File: config.mk
export PLATFORM = sky130hd
export DESIGN_NAME = count_display_mux
export DESIGN_NICKNAME = d
export VERILOG_FILES = /design/src/rtl/count_display_mux.sv
export SDC_FILE = /design/constraint.sdc
export NUM_CORES = 1
export LEC_CHECK = 0
export ABC_AREA = 1
export BUFFER_PORTS_ARGS = -buffer_cell sky130_fd_sc_hd__buf_2
export CORE_ASPECT_RATIO = 0.5
export CORE_UTILIZATION = 50
export CTS_BUF_LIST = sky130_fd_sc_hd__clkbuf_16
export CTS_CLUSTER_DIAMETER = 100
export DETAILED_ROUTE_END_ITERATION = 7
export PLACE_DENSITY = 0.72
export SLEW_MARGIN = 10
export SYNTH_ARGS = -nofsm -noshare
export SYNTH_HDL_FRONTEND = slang
export SYNTH_SLANG_ARGS = --single-unit
File: constraint.sdc
create_clock -name Clk -period 1.8 [get_ports Clk]
set_clock_uncertainty 0.15 [all_clocks]
set_input_delay 0.36 -clock Clk [delete_from_list [all_inputs] [get_ports Clk]]
set_output_delay 0.36 -clock Clk [all_outputs]
set_load 0.02 [all_outputs]
File: src/rtl/count_display_mux.sv
// Two-digit multiplexed seven-segment driver for a 4-bit count (0..15).
// Snapshots Count once per frame and alternates units/tens on a common-anode display.
module count_display_mux #(
   parameter int REFRESH_DIV = 50000,
   parameter bit BLANK_LZ    = 1'b1
) (
   input  logic       Clk,
   input  logic       Rst,
   input  logic [3:0] Count,
   output logic [6:0] Seg,
   output logic [3:0] An,
   output logic       Dp
);

   localparam int             RW      = (REFRESH_DIV > 1) ? $clog2(REFRESH_DIV) : 1;
   localparam logic [RW-1:0]  RMAX    = RW'(REFRESH_DIV - 1);
   localparam logic [6:0]     SEG_OFF = 7'b1111111;
   localparam logic [3:0]     AN_OFF  = 4'b1111;
   localparam logic [3:0]     AN_UNIT = 4'b1110;
   localparam logic [3:0]     AN_TENS = 4'b1101;

   typedef enum logic {
      SLOT_UNITS = 1'b0,
      SLOT_TENS  = 1'b1
   } slot_t;

   logic [RW-1:0] rcnt;
   slot_t         sel;
   logic [3:0]    snap;
   logic          tick;
   logic [6:0]    nxt_seg;
   logic [3:0]    nxt_an;

   function automatic logic [6:0] seg_pattern(input logic [3:0] d);
      case (d)
         4'd0:    return 7'b1000000;
         4'd1:    return 7'b1111001;
         4'd2:    return 7'b0100100;
         4'd3:    return 7'b0110000;
         4'd4:    return 7'b0011001;
         4'd5:    return 7'b0010010;
         4'd6:    return 7'b0000010;
         4'd7:    return 7'b1111000;
         4'd8:    return 7'b0000000;
         4'd9:    return 7'b0010000;
         default: return SEG_OFF;
      endcase
   endfunction

   function automatic logic [3:0] units_of(input logic [3:0] v);
      return (v >= 4'd10) ? v - 4'd10 : v;
   endfunction

   function automatic logic [3:0] tens_of(input logic [3:0] v);
      return (v >= 4'd10) ? 4'd1 : 4'd0;
   endfunction

   assign tick = (rcnt == RMAX);
   assign Dp   = 1'b1;

   // Outputs for the slot that starts at the next tick. Leaving the tens slot
   // means a frame start, so the units digit comes from the live Count being snapped.
   always_comb begin
      // NOTE: every output gets a default first so no path can infer a latch.
      nxt_seg = SEG_OFF;
      nxt_an  = AN_OFF;
      if (sel == SLOT_TENS) begin
         nxt_an  = AN_UNIT;
         nxt_seg = seg_pattern(units_of(Count));
      end else if (!BLANK_LZ || tens_of(snap) != 4'd0) begin
         nxt_an  = AN_TENS;
         nxt_seg = seg_pattern(tens_of(snap));
      end
   end

   // NOTE: sequential state uses non-blocking assignments so every register
   // sees the pre-edge values of the others.
   always_ff @(posedge Clk or posedge Rst) begin
      if (Rst) begin
         rcnt <= '0;
         sel  <= SLOT_TENS;
         snap <= '0;
         Seg  <= SEG_OFF;
         An   <= AN_OFF;
      end else if (tick) begin
         rcnt <= '0;
         sel  <= (sel == SLOT_TENS) ? SLOT_UNITS : SLOT_TENS;
         Seg  <= nxt_seg;
         An   <= nxt_an;
         if (sel == SLOT_TENS)
            snap <= Count;
      end else begin
         rcnt <= rcnt + RW'(1);
      end
   end

endmodule

==> metrics.md <==
| Metric | Value |
|---|---|
| Required @ worst endpoint | 1.81 ns |
| Synth Area in XOR/XNOR | 0.0483 |
| F_max | 598 MHz |
| Initial drt markers | 55 |
| Power per cell area | 757 nW/µm² |
| Post-DP Area | 1750 µm² |
| Slew Limit Fails | 0 |
| RD Place Congestion | 0.898 |
| IO buf count | 14 |
| Synth Instances | 204 |
| Post-CTS Setup Bufs | 0 |
| Hold WC Path Type | primary input to async pin |
| Starting Density | 0.536 |
| CP Class | flop to flop |
| Flop pwr share | 0.470 |
| Cell variety after synth | 25 |
| Avg Cell Area, Syn | 8.00 µm² |
| Clock slew at reported path FFs | 0.07 ns |
| Commonest non-fill, non-tap cell in the layout | nand2_1 |
| Routed WL | 2.93 mm |
| CP Data Arrival Time | 1.68 ns |
| Clk buf depth | 2 |
| CTS Buf Count | 3 |
| Initial antenna violation count | 0 |
| Via-per-instance ratio | 4.93 |
| Post-route design area | 1850 µm² |
| Peak supply drop | 0.000438 V |
| Full die area | 3510 µm² |
| Total power | 1.40 mW |
| Nets | 235 |
| Final HPWL DP | 2.22 mm |
| Main combinational cell family by area after synthesis | simple AND/OR/NAND/NOR gates |
| Failing checks | negative hold slack |
| Skew-Pair Late Insertion Delay | 0.26 ns |
| Clock group share of total power | 0.432 |
| Gr usage total | 0.182 |
| Startpoint type of the worst setup path | flop |
| Via count | 1297 |
| Post-route ant nets | 0 |
| Synthesized cell area | 1630 µm² |
| Average routed wire per standard cell | 11.2 µm |
| Die extent in x | 82.8 µm |
| # fillers | 295 |
| Most frequent cells in the layout | nand2_1, inv_1, nor2_1 |
| Post_cts resized | 0 |
| Crit path max fanout | 5 |
| Area grow syn2layout | 13.3% |
| Switching power | 0.315 mW |
| Total negative setup slack | 0 ns |
| Final hold viol count | 19 |
| Number of global-route vias before repair | 1230 |
| Final hold slack | -0.00968 ns |
| Total gr overflow | 0 |
| Synth Area in Compound Gates | 0.0513 |
| Remaining DRCs | 0 |
| Diodes inserted | 0 |
| CTS Root Cell | clkbuf_16 |
| Fin crit share | 0.929 |
| Max_cap viols | 0 |
| Net Sw Frac | 0.225 |
| Endpoints failing setup | 0 |
| Core box area | 3050 µm² |
| RSZ-0062 raised after global routing | no |
| Simple-gate share of the synthesized area | 0.330 |
| Largest net degree at the start of global routing | 29 |
| Cell row count | 14 |
| Combinational power share | 0.098 |
| R2R Setup Slk | 0.13 ns |
| Mux contribution to synthesized area | 0 |
| Yosys warnings | 0 |
| Ports | 18 |
| Layout cells sized above 1 | 0.215 |
| CTS tree | yes |
| Final min period | 1.67 ns |
| CTS Sinks | 28 |
| Sequential area share after synthesis | 0.436 |
| Status | finished with violations |
| CP endpoint kind | flop |
| Hold Buf Count CTS | 0 |
| Drt pass-1 iters | 4 |
| Die H | 42.4 µm |
| First-pass GRT wire length | 5.06 mm |
| Synth Area in Adders | 0.0383 |
| Leak pwr | 1.02 nW |
| Register bit count reported by yosys | 28 |
| H-tree Lvls | 1 |
| Pint | 1.09 mW |
[routing by layer]
metal / track usage / up-vias / part of all wire
met5: 0 / - / 0
met2: 0.325 / 28 / 0.48
met4: 0.0345 / 0 / 0.0065
met1: 0.231 / 593 / 0.47
li1: - / 672 / -
met3: 0.0413 / 4 / 0.040
[sequential cells by signal, indices dropped and copies added, names as in the netlist]
signal / flops
An: 2
rcnt: 16
snap: 3
Seg: 7
[cell families (layout without fill, tap and decap cells)]
group           count (synthesis)  after routing
fa+ha+maj                       5              5
buf+inv                        35             52
compound gates                 15             15
simple gates                  111            111
other cells                     1              3
xor+xnor                        9              9
flops                          28             28
[area by class of cell]
type | count | area, µm² | share of cell area
Inverter | 30 | 113 | 0.0609
Multi-Input combinational cell | 143 | 774 | 0.419
Tap cell | 40 | 50.0 | 0.0271
Clock buffer | 4 | 100 | 0.0541
Timing Repair Buffer | 18 | 100 | 0.0541
Sequential cell | 28 | 712 | 0.385
[worst paths after layout]
check	start	to	cells past startpoint
max reg2reg	rcnt[0]	rcnt[10]	8
min in group Clk	Count[2]	snap[2]	3
min	Rst	rcnt[1]	3
max in group asynchronous	Rst	An[0]	3
min reg2reg	rcnt[0]	rcnt[0]	1
max	rcnt[0]	rcnt[10]	8
[power groups by stage]
| stage | combinational [mW] | sequential [mW] | clock [mW] |
|---|---|---|---|
| global route | 0.155 | 0.661 | 0.635 |
| global placement | 0.135 | 0.670 | 0 |
| CTS | 0.139 | 0.659 | 0.615 |
| finish | 0.137 | 0.658 | 0.605 |
| detailed placement | 0.138 | 0.670 | 0 |
| floorplan | 0.0805 | 0.690 | 0 |
[metrics by stage]
stage / cells / hold slack [ns] / utilization / setup slack (ns)
floorplan: 206 / 0.269 / - / 0.251
global placement: 259 / 0.285 / 0.574 / 0.134
detailed placement: 259 / 0.290 / 0.574 / 0.0668
CTS: 263 / 0.00663 / 0.607 / 0.134
global route: 263 / 0.0286 / 0.607 / 0.00632
finish: 263 / -0.00968 / 0.607 / 0.127
[worst max-delay path, stage by stage, from the launching register on]
cell      delay (ns)
dfrtp_1         0.38
ha_1            0.24
nand3_4         0.12
nor2_1          0.21
inv_1           0.08
nor2_1          0.14
nand3_1         0.09
o211ai_1        0.09
inv_1           0.06
[cells in the mapped netlist]
library cell | number | area, µm²
a21oi_1 | 7 | 35.0
buf_4 | 4 | 30.0
buf_6 | 1 | 11.3
conb_1 | 1 | 3.75
dfrtp_1 | 19 | 475
dfstp_2 | 9 | 236
ha_1 | 5 | 62.6
inv_1 | 29 | 109
inv_2 | 1 | 3.75
nand2_1 | 44 | 165
nand2_2 | 4 | 25.0
nand2_4 | 1 | 11.3
nand3_1 | 21 | 105
nand3_4 | 2 | 35.0
nand4_1 | 3 | 18.8
nor2_1 | 25 | 93.8
nor2_2 | 2 | 12.5
nor2_4 | 3 | 33.8
nor3_1 | 3 | 15.0
nor3_2 | 1 | 10.0
o211ai_1 | 1 | 7.51
o21ai_0 | 6 | 30.0
o21bai_2 | 1 | 11.3
or2_2 | 2 | 12.5
xor2_1 | 9 | 78.8
No activity file was read; power rests on OpenSTA's default activity.
